[config.mk]
export PLATFORM = sky130hd
export DESIGN_NAME = rbcp_master
export DESIGN_NICKNAME = d
export VERILOG_FILES = /design/src/rtl/rbcp_pkg.sv /design/src/rtl/rbcp_watchdog.sv /design/src/rtl/rbcp_master.sv
export SDC_FILE = /design/constraint.sdc
export NUM_CORES = 1
export LEC_CHECK = 0
export BUFFER_PORTS_ARGS = -buffer_cell sky130_fd_sc_hd__buf_2
export CAP_MARGIN = 15
export CORE_ASPECT_RATIO = 1.5
export CORE_UTILIZATION = 52
export CTS_BUF_LIST = sky130_fd_sc_hd__clkbuf_8
export CTS_CLUSTER_DIAMETER = 30
export DETAILED_ROUTE_END_ITERATION = 10
export GPL_TIMING_DRIVEN = 0
export PLACE_DENSITY = 0.87
export SYNTH_ARGS = -nofsm -noshare
export SYNTH_HDL_FRONTEND = slang
export SYNTH_HIERARCHICAL = 1
export SYNTH_SLANG_ARGS = --single-unit
export TNS_END_PERCENT = 100
[constraint.sdc]
create_clock -name clk -period 5 [get_ports clk]
set_input_delay 0 -clock clk [delete_from_list [all_inputs] [get_ports clk]]
set_output_delay 0 -clock clk [all_outputs]
set_load 0.05 [all_outputs]
[src/rtl/rbcp_pkg.sv]
// Shared types and constants for the RBCP register-bus initiator.
package rbcp_pkg;

    localparam int RBCP_DATA_W = 8;

    typedef enum logic {
        RBCP_OP_READ  = 1'b0,
        RBCP_OP_WRITE = 1'b1
    } rbcp_op_e;

    typedef enum logic [1:0] {
        IDLE,
        ISSUE,
        WAIT,
        RESP
    } rbcp_master_state_e;

endpackage

[src/rtl/rbcp_watchdog.sv]
// Counts WAIT cycles without an ack; flags the cycle in which the limit is reached.
module rbcp_watchdog #(
    parameter int TIMEOUT_CYCLES = 255
) (
    input  logic clk,
    input  logic rst,
    input  logic clear,
    input  logic enable,
    output logic expired
);

    localparam int CNT_W = $clog2(TIMEOUT_CYCLES + 1);
    localparam logic [CNT_W-1:0] LAST = CNT_W'(TIMEOUT_CYCLES - 1);

    logic [CNT_W-1:0] count;

    always_ff @(posedge clk) begin
        if (rst || clear) begin
            count <= '0;
        end else if (enable) begin
            count <= count + 1'b1;
        end
    end

    // Fires while counting the final cycle, so the abort lands exactly on the limit.
    assign expired = enable && (count == LAST);

endmodule

[src/rtl/rbcp_master.sv]
// RBCP initiator: one outstanding read/write, registered outputs, ack timeout.
// Optional statistics counters are built when RBCP_MASTER_STATS_EN is defined.
module rbcp_master
    import rbcp_pkg::*;
#(
    parameter int ADDR_W         = 32,
    parameter int TIMEOUT_CYCLES = 255
) (
    input  logic                   clk,
    input  logic                   rst,
    input  logic                   cmd_valid,
    output logic                   cmd_ready,
    input  logic                   cmd_write,
    input  logic [ADDR_W-1:0]      cmd_addr,
    input  logic [RBCP_DATA_W-1:0] cmd_wdata,
    output logic                   rsp_valid,
    input  logic                   rsp_ready,
    output logic [RBCP_DATA_W-1:0] rsp_rdata,
    output logic                   rsp_timeout,
    output logic                   rbcp_act,
    output logic [ADDR_W-1:0]      rbcp_addr,
    output logic                   rbcp_we,
    output logic                   rbcp_re,
    output logic [RBCP_DATA_W-1:0] rbcp_wd,
    input  logic                   rbcp_ack,
    input  logic [RBCP_DATA_W-1:0] rbcp_rd
`ifdef RBCP_MASTER_STATS_EN
    ,
    output logic [31:0]            stat_txn,
    output logic [15:0]            stat_timeout,
    output logic [15:0]            stat_spurious
`endif
);

    rbcp_master_state_e state, state_nxt;
    rbcp_op_e           op, op_nxt;

    logic [ADDR_W-1:0]      addr_nxt;
    logic [RBCP_DATA_W-1:0] wd_nxt;
    logic [RBCP_DATA_W-1:0] rdata_nxt;
    logic                   timeout_nxt;
    logic                   ready_nxt;
    logic                   act_nxt;
    logic                   we_nxt;
    logic                   re_nxt;
    logic                   valid_nxt;
    logic                   wd_expired;

    rbcp_watchdog #(
        .TIMEOUT_CYCLES(TIMEOUT_CYCLES)
    ) u_watchdog (
        .clk    (clk),
        .rst    (rst),
        .clear  (state != WAIT),
        .enable ((state == WAIT) && !rbcp_ack),
        .expired(wd_expired)
    );

    // Every output is derived from the next state so it can be registered with no extra latency.
    always_comb begin
        state_nxt   = state;
        op_nxt      = op;
        addr_nxt    = rbcp_addr;
        wd_nxt      = rbcp_wd;
        rdata_nxt   = rsp_rdata;
        timeout_nxt = rsp_timeout;

        case (state)
            IDLE: begin
                if (cmd_valid && cmd_ready) begin
                    op_nxt    = rbcp_op_e'(cmd_write);
                    addr_nxt  = cmd_addr;
                    wd_nxt    = cmd_wdata;
                    state_nxt = ISSUE;
                end
            end
            ISSUE: begin
                state_nxt = WAIT;
            end
            WAIT: begin
                if (rbcp_ack) begin
                    rdata_nxt   = (op == RBCP_OP_READ) ? rbcp_rd : '0;
                    timeout_nxt = 1'b0;
                    state_nxt   = RESP;
                end else if (wd_expired) begin
                    rdata_nxt   = '0;
                    timeout_nxt = 1'b1;
                    state_nxt   = RESP;
                end
            end
            RESP: begin
                if (rsp_valid && rsp_ready) begin
                    state_nxt = IDLE;
                end
            end
            default: begin
                state_nxt = IDLE;
            end
        endcase

        ready_nxt = (state_nxt == IDLE);
        act_nxt   = (state_nxt == ISSUE) || (state_nxt == WAIT);
        we_nxt    = (state_nxt == ISSUE) && (op_nxt == RBCP_OP_WRITE);
        re_nxt    = (state_nxt == ISSUE) && (op_nxt == RBCP_OP_READ);
        valid_nxt = (state_nxt == RESP);
    end

    always_ff @(posedge clk) begin
        if (rst) begin
            state       <= IDLE;
            op          <= RBCP_OP_READ;
            cmd_ready   <= 1'b0;
            rsp_valid   <= 1'b0;
            rsp_rdata   <= '0;
            rsp_timeout <= 1'b0;
            rbcp_act    <= 1'b0;
            rbcp_addr   <= '0;
            rbcp_we     <= 1'b0;
            rbcp_re     <= 1'b0;
            rbcp_wd     <= '0;
        end else begin
            state       <= state_nxt;
            op          <= op_nxt;
            cmd_ready   <= ready_nxt;
            rsp_valid   <= valid_nxt;
            rsp_rdata   <= rdata_nxt;
            rsp_timeout <= timeout_nxt;
            rbcp_act    <= act_nxt;
            rbcp_addr   <= addr_nxt;
            rbcp_we     <= we_nxt;
            rbcp_re     <= re_nxt;
            rbcp_wd     <= wd_nxt;
        end
    end

`ifdef RBCP_MASTER_STATS_EN
    // Saturating counters; a transaction counts once its response is consumed.
    always_ff @(posedge clk) begin
        if (rst) begin
            stat_txn      <= '0;
            stat_timeout  <= '0;
            stat_spurious <= '0;
        end else begin
            if ((state == RESP) && rsp_valid && rsp_ready && (stat_txn != '1)) begin
                stat_txn <= stat_txn + 1'b1;
            end
            if ((state == WAIT) && !rbcp_ack && wd_expired && (stat_timeout != '1)) begin
                stat_timeout <= stat_timeout + 1'b1;
            end
            if ((state != WAIT) && rbcp_ack && (stat_spurious != '1)) begin
                stat_spurious <= stat_spurious + 1'b1;
            end
        end
    end
`endif

endmodule

# Word-level counts from Yosys, hierarchy flattened
# Cells that the tools add are included.
# W data, S select, Z words.
[totals]
out_inout_bits = 54
in_bits = 54
word_cells = 48
register_bits = 65
[op_classes]
reduce_logical = 14
eq_ne = 8
mux = 12
add_sub_neg = 1
bitwise = 1
[ops]
columns = ["cell", "count"]
rows = [
  ["$mux W8", 3],
  ["$add A8 B1 Y8 const B", 1],
  ["$eq A2 B2 Y1 const B", 4],
  ["$eq A8 B8 Y1 const B", 1],
  ["$mux W2", 4],
  ["$pmux W2 S4", 1],
  ["$logic_and A1 B1 Y1", 6],
  ["$eq A2 B1 Y1 const B", 2],
  ["$logic_not A2 Y1", 2],
  ["$mux W1", 4],
  ["$reduce_and A2 Y1", 2],
  ["$logic_or A1 B1 Y1", 2],
  ["$ne A2 B2 Y1 const B", 1],
  ["$reduce_bool A2 Y1", 1],
  ["$logic_not A1 Y1", 1],
  ["$not A1 Y1", 1],
]

# Longest topological paths before layout
# Gate-level depths: netlist of run 1.
[depth]
ltp_word = 8
ltp_mapped = 12
depth_no_buf = 10

# Cells and area by module
# Netlist of run 1, hierarchy kept.
[modules_own_cells]
columns = ["module", "seq_area_each_um2", "area_each_um2", "n_inst", "cells_per_inst"]
rows = [
  ["rbcp_master", 1141.1, 2085.8, 1, 247],
  ["rbcp_watchdog", 160.2, 369.1, 1, 42],
]

# Worst setup path after synthesis of run 1
# Ideal clock, no wire load.
[synth_path]
path_type = "register to register"
startpoint = "reg state[1]"
endpoint = "reg rbcp_act"
setup_time_ns = 0.128
slack_ns = 3.011
n_path_buf = 2
arrival_time_ns = 1.861
synth_period_minus_slack_ns = 1.989
path_stages_with_launch = 12
required_time_ns = 4.872
cell_sequence = "dfxtp_1 -> nor2b_1 -> inv_1 -> buf_2 -> nor2_1 -> buf_4 -> nand4_1 -> nor2_1 -> nor2_1 -> o221ai_1 -> ha_1 -> nor2b_1"
[synth_via]
elab_chain_cells = 8
word_cells_on_any_way = 14
classes_between = "eq/ne: 5; mux: 5; reduce/logical: 4"
[synth_lines]
columns = ["item", "line", "rtl"]
rows = [
  ["start: declaration", "rbcp_master.sv:35", "rbcp_master_state_e state, state_nxt;"],
  ["start signal: assignment", "rbcp_master.sv:122", "state <= state_nxt;"],
  ["$eq A2 B2 Y1 *", "rbcp_master.sv:55", ".enable ((state == WAIT) && !rbcp_ack),"],
  ["$logic_and A1 B1 Y1 *", "rbcp_master.sv:55", ""],
  ["$logic_and A1 B1 Y1 *", "rbcp_watchdog.sv:26", "assign expired = enable && (count == LAST);"],
  ["named net wd_expired", "rbcp_master.sv:47", "logic wd_expired;"],
  ["$mux W2 *", "rbcp_master.sv:85", "end else if (wd_expired) begin"],
  ["$mux W2 *", "rbcp_master.sv:81", "if (rbcp_ack) begin"],
  ["$pmux W2 S4 *", "rbcp_master.sv:68", "case (state)"],
  ["named net state_nxt[0]", "rbcp_master.sv:35", ""],
  ["$eq A2 B1 Y1 / $eq A2 B2 Y1 (equally long branches)", "rbcp_master.sv:102", "act_nxt = (state_nxt == ISSUE) || (state_nxt == WAIT);"],
  ["$logic_or A1 B1 Y1 *", "rbcp_master.sv:102", ""],
  ["named net act_nxt", "rbcp_master.sv:43", "logic act_nxt;"],
  ["end signal: assignment", "rbcp_master.sv:128", "rbcp_act <= act_nxt;"],
  ["end: declaration", "rbcp_master.sv:20", "output logic rbcp_act,"],
]
# Mark *: on every way through the listed nets, which the timed path passes. The rest lies on a longest branch.
# A chain may end at the register's enable or synchronous reset.

# Worst setup path in the final report of run 1
# Same ends and word-level chain as after synthesis.

==> flow_metrics.py, run 1 <==
metrics = {
    "critical_path": {
        "slowest_stage": "nor2_1",
        "cp-start-kind": "flop",
        "crit_top_cell": "nor2_1",
        "cp_num_buf_inv": 3,
        "critPathMaxFanout": 10,
        "critical_path.endpoint_type": "flop",
        "worstReg2RegStart": "state[1]",
        "reg2reg_slack_ns": 2.54,
        "crit_arrival_ns": 2.67,
        "cp.required_ns": 5.21,
        "r2r-end": "rbcp_act",
        "crit_family": "simple AND/OR/NAND/NOR gates",
        "critical_path.cell_chain": "nor2b_1 -> inv_1 -> buf_2 -> nor2_1 -> buf_4 -> nand4_1 -> nor2_1 -> nor2_1 -> o221ai_1 -> ha_1 -> nor2b_1",
        "path_class": "flop to flop",
        "max_stage_delay_ns": 0.42,
        "r2r_cells": 11,
    },
    "sta": {
        "worst_pin_slew_ns": 0.533,
        "finalSetupViolCount": 0,
        "fmax_mhz": 406,
        "setup_tns_ns": 0,
        "rsz0062_at_grt": "no",
        "drv_slew": 0,
        "max-slew-margin-rel_pct": 64.3,
        "period_share_pct": 49.2,
        "final_hold_viol_count": 0,
        "fin_skew_ns": 0.0155,
        "min_period_ns": 2.46,
    },
    "clock_tree": {
        "clk_pin_slew_ns": 0.07,
        "cts_root_buffer": "clkbuf_8",
        "max-clock-path-buffers": 2,
        "cts_resized": 0,
        "htreeDepth": 3,
        "clock_latency_ns": 0.35,
        "numCtsBuffers": 9,
        "cts_setup_buffers": 0,
        "tritoncts": "built",
        "cts.sinks": 65,
    },
    "global_route": {
        "grt_max_degree": 11,
        "grt_pass1_vias": 2751,
        "grt_remaining_overflow": 0,
        "antenna_found_initial": 0,
        "track_usage_pct": 32.5,
        "grt_pass1_wl_um": 12200,
    },
    "layout": {
        "area.growth.synth_to_final_pct": 53.0,
        "antenna_cells": 0,
        "nets": 515,
        "drive_gt1_share_pct": 29.8,
    },
    "drt": {
        "viasPerCell": 5.20,
        "dr.pass1.iters": 4,
        "drc": 0,
        "num_vias": 2725,
        "finalWirelength_um": 7930,
        "ant_nets": 0,
        "drtIter0Drc": 196,
        "wl_per_cell_um": 15.1,
    },
    "pwr": {
        "p_total_uw": 1300,
        "power_switching_uw": 401,
        "powerDensity_nw_per_um2": 345,
        "swShare_pct": 30.9,
        "irDropWorstVdd_uv": 236,
        "internal_power_uw": 895,
        "sequentialPowerShare_pct": 43.6,
        "leakagePower_uw": 0.00167,
        "clkPwrFrac_pct": 34.3,
        "combPwrFrac_pct": 22.2,
    },
    "floorplanning": {
        "rows": 30,
        "coreArea_sq_um": 4540,
        "die_h_um": 86.2,
        "initial_core_util_pct": 54.0,
        "fp.dieW_um": 58.1,
        "ios": 108,
        "dieArea_sq_um": 5010,
    },
    "yosys": {
        "yosys_warnings": 6,
        "synthTopCellsByCount": "nand2_1 (83), dfxtp_1 (65), a21oi_1 (52), o21ai_0 (12), nor2_1 (11)",
        "synth.largest_area_cell": "dfxtp_1",
        "synth_area_per_cell_sq_um": 8.49,
        "yosysSeqAreaShare_pct": 53.0,
        "syn-cell-area_sq_um": 2450,
        "synthCells": 289,
        "synth_ff_type": "dfxtp_1",
        "synth.area.top_cells": "dfxtp_1 (53%), nand2_1 (13%), a21oi_1 (11%), nand4b_1 (2.9%), ha_1 (2.5%)",
        "ys_seq_elements": 65,
        "synthDistinctLibCells": 29,
        "yosysMostFrequentCell": "nand2_1",
        "yosysTopAreaCellShare_pct": 53.0,
        "synthArstFlopShare_pct": 0,
        "syn-num-nets": 348,
        "synth_edf_count": 0,
    },
    "run": {
        "cap_violations": 0,
    },
    "worst_hold_path": {
        "hp-class": "input port to flop",
        "hold_end": "rsp_rdata[7]",
        "hold_depth": 4,
        "hold_path.startpoint": "rbcp_ack",
    },
    "placed_design": {
        "dpl.hpwl_um": 4190,
        "place.port_buffers": 107,
        "gp_congestion": 0.752,
    },
    "run_status": {
        "status": "complete, no violations",
    },
}
-- routing by layer --
layer | track usage [%] | up-vias | wire length, um
met5 | 0 | - | 0
met3 | 7.84 | 28 | 465
met2 | 58.5 | 133 | 4130
met1 | 33.7 | 1268 | 3020
met4 | 17.5 | 0 | 315
li1 | - | 1296 | -
-- tightest hold or removal path, stage by stage --
cell	delay [ns]
buf_2	0.09
nor2_1	0.12
o21ai_0	0.17
a21oi_1	0.06
-- how the worst max path moves through the flow --
stage	startpoint	end	slack, ns	depth (start not counted)
after floorplan	state[1]	rbcp_act	3.01	11
after global placement	state[1]	rbcp_act	2.62	11
after detailed placement	state[1]	rbcp_act	2.59	11
after CTS	state[1]	rbcp_act	2.57	11
after global routing	state[0]	rbcp_act	2.36	11
final	state[1]	rbcp_act	2.54	11
-- logic make-up after synthesis --
family | after synthesis | synth area share, %
simple gates | 122 | 23.2
compound gates | 67 | 14.0
flops | 65 | 53.0
buf+inv | 25 | 5.40
fa+ha+maj | 5 | 2.55
xor+xnor | 4 | 1.43
mux | 1 | 0.408
-- cell type report --
type	count	area [sq um]
Tap cell	64	80.1
Multi-Input combinational cell	199	1020
Sequential cell	65	1300
Clock inverter	4	43.8
Buffer	21	118
Clock buffer	11	151
Timing Repair Buffer	156	1030
Fill cell	244	786
Inverter	4	15.0
-- power by group through the flow --
stage	logic, uW	registers [uW]	clock network, uW
2_1_floorplan	82.1	668	0
3_3_place_gp	241	572	0
3_5_place_dp	246	574	0
4_1_cts	276	563	444
5_1_grt	302	567	467
6_report	287	565	444
-- timing repair --
item / in CTS / in global routing
hold buffers: 49 / 0
hold endpoints to repair: 49 / 0
setup endpoints to repair: 0 / 0
-- flip-flops by register name (all words and copies together), names as in the netlist --
register          count
rbcp_wd               8
op                    1
cmd_ready             1
rbcp_act              1
rsp_valid             1
state                 2
rsp_timeout           1
rbcp_we               1
u_watchdog/count      8
rbcp_addr            32
rsp_rdata             8
rbcp_re               1
-- per-stage QoR --
step / worst slack [ns] / area, sq um / hold WS, ns / utilization [%] / instances
CTS: 2.57 / 3760 / 0.145 / 82.7 / 524
finish: 2.54 / 3760 / 0.142 / 82.7 / 524
global placement: 2.62 / 3070 / 0.240 / 67.6 / 460
floorplan: 3.01 / 2450 / 0.136 / - / 289
detailed placement: 2.59 / 3070 / 0.246 / 67.6 / 460
global route: 2.36 / 3760 / 0.201 / 82.7 / 524
-- cell usage in the layout (no fill, tap or decap), drive strengths merged, types with 2 or more instances in the layout --
cell,Yosys,routed
buf,12,119
nand2,83,83
dfxtp,65,65
a21oi,52,52
dlygate4sd3,0,49
clkbuf,9,20
o21ai,12,12
nor2,11,11
nand4b,8,8
inv,4,5
ha,5,5
nand4,5,5
nor2b,4,4
xor2,3,3
or3,3,3
a211oi,2,2
clkinv,0,2
nand3,2,2
No activity file was read; power rests on OpenSTA's default activity.
==> run 2, diff against run 1 <==
--- a/config.mk
+++ b/config.mk
@@ -5,15 +5,16 @@
 export SDC_FILE = /design/constraint.sdc
 export NUM_CORES = 1
 export LEC_CHECK = 0
+export ABC_AREA = 1
 export BUFFER_PORTS_ARGS = -buffer_cell sky130_fd_sc_hd__buf_2
 export CAP_MARGIN = 15
 export CORE_ASPECT_RATIO = 1.5
-export CORE_UTILIZATION = 52
+export CORE_UTILIZATION = 51
 export CTS_BUF_LIST = sky130_fd_sc_hd__clkbuf_8
 export CTS_CLUSTER_DIAMETER = 30
 export DETAILED_ROUTE_END_ITERATION = 10
 export GPL_TIMING_DRIVEN = 0
-export PLACE_DENSITY = 0.87
+export PLACE_DENSITY = 0.83
 export SYNTH_ARGS = -nofsm -noshare
 export SYNTH_HDL_FRONTEND = slang
 export SYNTH_HIERARCHICAL = 1
==> constraint.sdc (replaced) <==
create_clock -name clk -period 2.3 [get_ports clk]
set_input_delay 0 -clock clk [delete_from_list [all_inputs] [get_ports clk]]
set_output_delay 0 -clock clk [all_outputs]
set_load 0.05 [all_outputs]
==> flow_metrics.py, run 2 <==
metrics = {
    "run_status": {
        "status": "complete, no violations",
    },
    "critical_path": {
        "critPathMaxFanout": 8,
        "crit_arrival_ns": 2.24,
        "cp-start-kind": "flop",
        "path_class": "flop to flop",
        "cp.required_ns": 2.54,
        "critical_path.endpoint_type": "flop",
    },
    "pwr": {
        "powerDensity_nw_per_um2": 810,
        "irDropWorstVdd_uv": 512,
        "leakagePower_uw": 0.00233,
    },
    "yosys": {
        "synthArstFlopShare_pct": 0,
        "syn-num-nets": 486,
        "synth_edf_count": 0,
        "synth_area_per_cell_sq_um": 6.68,
        "synthDistinctLibCells": 23,
        "yosys_warnings": 6,
        "synthTopCellsByCount": "nor2_1 (123), nand2_1 (117), inv_1 (68), dfxtp_1 (65)",
        "syn-cell-area_sq_um": 2850,
        "yosysSeqAreaShare_pct": 45.6,
        "synthCells": 427,
        "synth_ff_type": "dfxtp_1",
        "yosysTopAreaCellShare_pct": 45.6,
        "ys_seq_elements": 65,
        "synth.largest_area_cell": "dfxtp_1",
        "synth.area.top_cells": "dfxtp_1 (46%), nor2_1 (16%), nand2_1 (15%), inv_1 (8.9%), buf_6 (3.2%)",
        "yosysMostFrequentCell": "nor2_1",
    },
    "drt": {
        "finalWirelength_um": 7610,
        "drtIter0Drc": 159,
        "dr.pass1.iters": 4,
        "viasPerCell": 4.56,
        "drc": 0,
        "ant_nets": 0,
        "num_vias": 3044,
        "wl_per_cell_um": 11.4,
    },
    "global_route": {
        "antenna_found_initial": 0,
        "grt_pass1_vias": 2909,
        "grt_pass1_wl_um": 12000,
        "grt_remaining_overflow": 0,
        "track_usage_pct": 26.6,
        "grt_max_degree": 12,
    },
    "sta": {
        "setup_tns_ns": 0,
        "period_share_pct": 87.3,
        "max-slew-margin-rel_pct": 67.0,
        "fmax_mhz": 498,
        "rsz0062_at_grt": "no",
        "min_period_ns": 2.01,
        "fin_skew_ns": 0.00611,
        "worst_pin_slew_ns": 0.490,
        "drv_slew": 0,
        "finalSetupViolCount": 0,
        "final_hold_viol_count": 0,
    },
    "layout": {
        "drive_gt1_share_pct": 24.1,
        "fillerInstances": 395,
        "antenna_cells": 0,
        "largest_reg_flops": 32,
        "multi_input_area_sq_um": 1160,
        "regArea_sq_um": 1300,
        "final_common_cell": "nor2_1",
        "fin_area_sq_um": 4210,
        "area.growth.synth_to_final_pct": 47.5,
        "layout_common_cells": "nor2_1 (123), nand2_1 (117), buf_2 (110)",
        "nets": 651,
        "top_register": "rbcp_addr",
        "utilization_pct": 77.8,
    },
    "floorplanning": {
        "fp.dieW_um": 63.1,
        "rows": 33,
        "dieArea_sq_um": 5910,
        "coreArea_sq_um": 5410,
        "ios": 108,
        "die_h_um": 93.6,
        "initial_core_util_pct": 52.8,
    },
    "placed_design": {
        "postPlaceCellArea_sq_um": 3480,
        "gp_congestion": 0.818,
        "dpl.hpwl_um": 4680,
        "place.port_buffers": 107,
    },
    "clock_tree": {
        "cts_resized": 0,
        "clock_latency_ns": 0.34,
        "max-clock-path-buffers": 2,
        "cts_setup_buffers": 0,
        "cts_root_buffer": "clkbuf_8",
        "htreeDepth": 3,
        "numCtsBuffers": 9,
        "cts_hold_repair.buffers": 47,
        "clk_pin_slew_ns": 0.07,
        "cts.sinks": 65,
        "tritoncts": "built",
    },
    "run": {
        "cap_violations": 0,
    },
    "worst_hold_path": {
        "hp-class": "input port to flop",
    },
}
-- run 2: power breakdown --
group	leakage, uW	total [uW]	internal (uW)	switching [uW]
sequential	0.000531	1270	1220	49.3
combinational	0.00167	894	283	612
clock	0.000129	1240	809	432
total	0.00233	3410	2320	1090
-- run 2: layout make-up --
type / count / area share, %
buffer: 15 / 3.03
clock buffer: 12 / 3.92
clock inverter: 4 / 2.32
inverter: 71 / 6.33
multi-input combinational: 276 / 27.5
sequential: 65 / 30.9
tap: 70 / 2.08
timing repair buffer: 154 / 23.9
-- run 2: metal layers --
metal | wire, um | global-route usage [%] | vias up
met1 | 2830 | 25.0 | 1355
met2 | 4160 | 50.5 | 88
met3 | 278 | 4.02 | 31
li1 | - | - | 1570
met4 | 340 | 20.0 | 0
met5 | 0 | 0 | -
-- run 2: path summary, 6_finish.rpt --
check / endpoint / slack, ns / depth (start not counted) / startpoint
max: rbcp_act / 0.29 / 12 / state[1]
min: rsp_rdata[2] / 0.03 / 5 / rbcp_rd[2]
min reg2reg: u_watchdog/count[6] / 0.48 / 2 / u_watchdog/count[6]
max reg2reg: rbcp_act / 0.29 / 12 / state[1]
-- run 2: cell families (layout without fill, tap and decap cells) --
family                     Yosys count  in the layout  synth area share (%)
and+or+nand+nor                    258            258                  36.1
adders and majority gates            5              5                  2.19
DFF                                 65             65                  45.6
buffers and inverters               86            256                  13.8
AOI/OAI and AO/OA                   13             13                  2.28
-- run 2: metrics by stage --
stage,hold WS [ns],cells,power [uW],setup slack (ns)
finish,0.0266,667,3410,0.291
global route,0.0345,667,3550,0.112
CTS,0.0158,667,3420,0.305
detailed placement,0.273,604,2120,0.333
global placement,0.271,604,2100,0.358
floorplan,0.0712,427,1920,0.592
-- run 2: worst max-delay path, stage by stage (launching register included) --
cell and delay (ns):
dfxtp_1 0.41, nand2_1 0.14, nor2_1 0.11, buf_4 0.17, nand4_1 0.10, nor3_1 0.20
inv_1 0.07, nand2_1 0.06, nand2_1 0.11, nand3_1 0.18, ha_1 0.26, inv_1 0.05
nor2_1 0.03
